==> src/rtl/regbank4_w1h.sv <==
// ---------------------------------------------------------------------------
// regbank4_w1h
//   Four-entry register bank placed after a 2-to-4 enable decoder. A one-hot
//   write select stores wr_data into the selected entry and sets its valid
//   bit. A select with two or more bits set is rejected: nothing is written,
//   and a sticky error flag is raised. Two independent read ports return the
//   stored entries combinationally. Accepted writes are counted, and the
//   count saturates at 255.
//
// Ports
//   clk         rising-edge clock
//   reset_n     synchronous active-low reset (clears data, valid, error, count)
//   we_onehot   write select, bit i selects entry i
//   wr_data     write data
//   clr_valid   clears all valid bits (a concurrent write re-validates its entry)
//   err_clr     clears sel_err (a concurrent multi-hot select wins)
//   rd_addr_a   read port A address
//   rd_addr_b   read port B address
//   rd_data_a   entry rd_addr_a
//   rd_data_b   entry rd_addr_b
//   rd_valid_a  valid bit of entry rd_addr_a
//   rd_valid_b  valid bit of entry rd_addr_b
//   sel_err     sticky multi-hot select error
//   wr_cnt      saturating count of accepted writes
// ---------------------------------------------------------------------------
module regbank4_w1h #(
    parameter int WIDTH = 8,
    parameter int DELAY = 50
) (
    input  logic             clk,
    input  logic             reset_n,
    input  logic [3:0]       we_onehot,
    input  logic [WIDTH-1:0] wr_data,
    input  logic             clr_valid,
    input  logic             err_clr,
    input  logic [1:0]       rd_addr_a,
    input  logic [1:0]       rd_addr_b,
    output logic [WIDTH-1:0] rd_data_a,
    output logic [WIDTH-1:0] rd_data_b,
    output logic             rd_valid_a,
    output logic             rd_valid_b,
    output logic             sel_err,
    output logic [7:0]       wr_cnt
);

    // DELAY describes gate timing of the structural netlist only; the RTL
    // carries no delays. A negative value is meaningless, so it produces no
    // logic and is kept here only as a visible range marker.
    if (DELAY < 0) begin : g_delay_negative
    end

    localparam logic [1:0] SEL_NONE  = 2'd0;
    localparam logic [1:0] SEL_ONE   = 2'd1;
    localparam logic [1:0] SEL_MULTI = 2'd2;

    logic [WIDTH-1:0] mem [4];
    logic [3:0]       valid;
    logic [1:0]       sel_class;

    // Clearing the lowest set bit leaves a nonzero vector only when two or
    // more bits were set, which separates ONE from MULTI without a popcount.
    // NOTE: every always_comb output gets a default first so no path leaves
    // it unassigned, which would infer a latch.
    always_comb begin
        sel_class = SEL_NONE;
        if ((we_onehot & (we_onehot - 4'd1)) != 4'd0) begin
            sel_class = SEL_MULTI;
        end else if (we_onehot != 4'd0) begin
            sel_class = SEL_ONE;
        end
    end

    // NOTE: state is updated with non-blocking assignments so every register
    // samples the pre-edge values, independent of statement order.
    // NOTE: the entry array is reset on purpose; reads of never-written
    // entries must return 0, so the storage cannot be left uninitialised.
    always_ff @(posedge clk) begin
        if (!reset_n) begin
            for (int i = 0; i < 4; i++) begin
                mem[i] <= '0;
            end
            valid   <= 4'b0000;
            sel_err <= 1'b0;
            wr_cnt  <= 8'd0;
        end else begin
            if (sel_class == SEL_ONE) begin
                for (int i = 0; i < 4; i++) begin
                    if (we_onehot[i]) begin
                        mem[i] <= wr_data;
                    end
                end
                if (wr_cnt != 8'hFF) begin
                    wr_cnt <= wr_cnt + 8'd1;
                end
            end

            // A clear combined with a legal write leaves only the written
            // entry valid; the one-hot select doubles as that valid pattern.
            if (clr_valid) begin
                valid <= (sel_class == SEL_ONE) ? we_onehot : 4'b0000;
            end else if (sel_class == SEL_ONE) begin
                valid <= valid | we_onehot;
            end

            // Set has priority over clear so a fresh error is never lost.
            if (sel_class == SEL_MULTI) begin
                sel_err <= 1'b1;
            end else if (err_clr) begin
                sel_err <= 1'b0;
            end
        end
    end

    // Reads come straight from stored state: a same-cycle write is not
    // forwarded, so the old value is seen until the edge.
    assign rd_data_a  = mem[rd_addr_a];
    assign rd_data_b  = mem[rd_addr_b];
    assign rd_valid_a = valid[rd_addr_a];
    assign rd_valid_b = valid[rd_addr_b];

endmodule

==> config.mk <==
export PLATFORM = sky130hd
export DESIGN_NAME = regbank4_w1h
export DESIGN_NICKNAME = d
export VERILOG_FILES = /design/src/rtl/regbank4_w1h.sv
export SDC_FILE = /design/constraint.sdc
export NUM_CORES = 1
export LEC_CHECK = 0
export CAP_MARGIN = 10
export CORE_ASPECT_RATIO = 0.8
export CORE_MARGIN = 2
export CORE_UTILIZATION = 51
export DETAILED_ROUTE_END_ITERATION = 7
export GPL_ROUTABILITY_DRIVEN = 0
export GPL_TIMING_DRIVEN = 0
export PLACE_DENSITY = 0.79
export SLEW_MARGIN = 30
export SYNTH_ARGS = -nofsm -noshare
export SYNTH_HDL_FRONTEND = slang
export SYNTH_SLANG_ARGS = --single-unit
==> constraint.sdc <==
create_clock -name clk -period 2.2 [get_ports clk]
set_input_delay 0.44 -clock clk [delete_from_list [all_inputs] [get_ports clk]]
set_output_delay 0.44 -clock clk [all_outputs]
set_load 0.01 [all_outputs]
==> summary.md <==
| Metric | Value |
|---|---|
| Outcome | completed |
| Post-synthesis async set-or-reset flop share | 0% |
| Buf/Inv on CP | 2 |
| Die span in y | approximately 64 um |
| Clk pin slew, worst setup/hold paths | 0.08 ns |
| Normalized max-slew margin | 63.05% |
| Rows | 21 |
| DP Wirelength | 3.602 mm |
| IO Port Bufs | 42 |
| Compound-gate portion of the synthesized area | 5.360% |
| Final non-filler cell area | 2942 sq um |
| Worst Tran Pin Value | 0.5522 ns |
| Initial Util | a little over half |
| Layout Skew | 0.003256 ns |
| Worst-Skew Late Latency | about 0.31 ns |
| Die area | 5089 sq um |
| Main combinational cell family by area after synthesis | multiplexers |
| Hold Slack | 0.4960 ns |
| Hold_buf cts | 0 |
| Adder-Cell Fraction of Synth Area | 0.9746% |
| Fill count | 320 |
| Cell count after synthesis | around 170 |
| Post-synth net total | 192 |
| Seq cells post-synth | 45 |
| Largest net degree at the start of global routing | 14 |
| Post-Syn Area | 2311 sq um |
| Number of buffers on the longest clock path | 2 |
| Post-route DRC | 0 |
| P_leak | ~1.1 nW |
| Area of the multi-input gates | between 1000 and 1500 sq um |
| Clock buffer count from CTS | 5 |
| Netlist cell types | 37 |
| Power Dens Cells | 660.7 nW/um^2 |
| CP peak stage delay | about 0.53 ns |
| Mean Syn Cell Area | between 10 and 15 sq um |
| Vias in the first global route | between 1500 and 2000 |
| Final Hold Vio Count | 0 |
| Routed vias/inst | 5.932 |
| Number of synthesized flops with an enable pin | 32 |
| Util after Layout | 69.11% |
| First-pass GRT wire length | between 7 and 8 mm |
| Cell with the most instances after synthesis | edfxtp_1 |
| Slew Viols, Final | 0 |
| Worst Path Max Fanout | 9 |
| Root Buffer | clkbuf_8 |
| Dpl cells | 270 |
| Tot Pwr | 1.944 mW |
| CTS tree | done |
| Ant. Diodes | 0 |
| RSZ-0062 raised after global routing | no |
| Max stage delay cell, worst path | mux4_2 |
| GRT Resource Usage Total | ~22% |
| Final std cells w/o fill | 278 |
| Yosys top cell area share | 41.58% |
| Post-synthesis mux area share | 19.27% |
| # nets final | between 200 and 250 |
| Clock Sinks | 45 |
| Initial antenna violation count | 0 |
| Startpoint Class | input pin |
| Arrival time worst endpoint | 1.71 ns |
| First drt pass iteration count | 4 |
| FF+latch area | between 1000 and 1500 sq um |
| Yosys warnings | 0 |
| Sequential area share after synthesis | 52.84% |
| Core area | about 4300 sq um |
| Crit-path cells | clkbuf_4 -> mux4_2 -> clkdlybuf4s50_1 |
| Xor-xnor portion of the synthesized cell area | 0.3790% |
| Post-DP Area | 2803 sq um |
| Die W | between 70 and 80 um |
| Fmax | 0.4645 GHz |
| Synth Area in Simple Gates | approximately 18% |
| WP data required | 1.76 ns |
| Area growth, synth to finish | 27.29% |
| Top cells by area, synth | edfxtp_1 42%, mux4_2 18%, dfxtp_1 11% |
| # setup viols final | 0 |
| VDD IR-drop max | 0.3403 mV |
| Dominant synthesized flop cell | edfxtp_1 |
| GRT Residual Overflow | 0 |
| H-tree depth | 2 |
| Via count | around 1600 |
| Final period util | between 90% and 100% |
| DRT iter0 DRCs | 181 |
| DR WL/cell | 18.75 um |
| Routed WL | 5.213 mm |
| Layout cells sized above 1 | 19.46% |
| Post-CTS setup buffer count | 0 |
| Tmin final | 2.153 ns |
| Crit path kind | in -> out |
| Synth area leader | edfxtp_1 |
| Final antenna-violating net count | 0 |
| Worst hold path class | reg -> reg |
| Commonest cells in the netlist | 32 x edfxtp_1, 26 x and2_1, 18 x mux4_2, 13 x dfxtp_1, 12 x nand2_1 |
| Cell family with most CP delay | buffers and inverters |
| Ports | 47 |
| Max Cap Viol | 0 |
| Worst Setup End Kind | output port |
[registers in the layout (all words and copies together), names as in the netlist]
register	count
wr_cnt	8
sel_err	1
valid	4
mem	32
[path summary, 6_finish.rpt]
path / slack (ns) / cells after the start / from / endpoint
worst max-delay path: 0.05 / 3 / rd_addr_b[0] / rd_data_b[5]
worst min-delay path: 0.50 / 1 / valid[0] / valid[0]
worst max register to register: 0.56 / 5 / wr_cnt[0] / wr_cnt[0]
worst min register to register: 0.50 / 1 / valid[0] / valid[0]
[cell families (layout without fill, tap and decap cells)]
logic type,Yosys count,after routing
simple gates,70,70
flops,45,45
mux,22,22
compound gates,17,17
buf+inv,14,64
fa+ha+maj,2,2
xor+xnor,1,1
[placed cells by master, fill, tap and decap left out, drive strengths merged, types with 2 or more instances in the layout]
cell and instances:
clkdlybuf4s50 38, edfxtp 32, and2 26, mux4 18, dfxtp 13, nand2 12, and3 11, clkbuf 10
buf 8, mux2i 4, o21ai 4, a21o 3, nand3 3, nor3 3, nor2 3, a21boi 3
dlymetal6s2s 3, or4b 2, inv 2, nand2b 2, nand4 2, or3 2
[cell type report]
cell class,count,area share (%)
Buffer,12,2.339
Sequential cell,45,41.51
Tap cell,57,2.425
Multi-Input combinational cell,112,35.35
Inverter,2,0.2552
Clock inverter,2,1.148
Clock buffer,6,2.467
Timing Repair Buffer,42,14.50
[metrics by stage]
step	TNS, ns	setup WS (ns)
2_1_floorplan	0	0.2521
3_3_place_gp	-22.22	-0.4026
3_5_place_dp	-29.92	-0.4339
4_1_cts	0	0.01442
5_1_grt	0	0.004800
6_report	0	0.04700
[power breakdown]
part	internal, mW	leakage [nW]	switching [mW]
sequential	0.964	0.417	0.0276
clock	0.335	0.0528	0.281
combinational	0.192	0.633	0.144
[worst reg2reg max path: cells and delay by family (launching register included)]
family	cells	cell delay [ns]
AND/OR/NAND/NOR	3	0.84
AO/OA/AOI/OAI	1	0.07
adder cells (fa/ha/maj)	1	0.19
flip-flops	1	0.42
[timing repair]
item / in CTS / in global routing
resized for setup: 11 / 5
endpoints found under the setup margin: 36 / 55
gates cloned: 0 / 0
[layer usage]
metal / GRT usage [%] / vias to the layer above / part of all wire [%]
li1: - / 749 / -
met5: 0 / - / 0
met2: 36.65 / 63 / 51
met3: 5.791 / 14 / 6.2
met4: 9.914 / 0 / 2.6
met1: 26.12 / 823 / 40
Note: power is estimated with default switching activity, not from simulation.
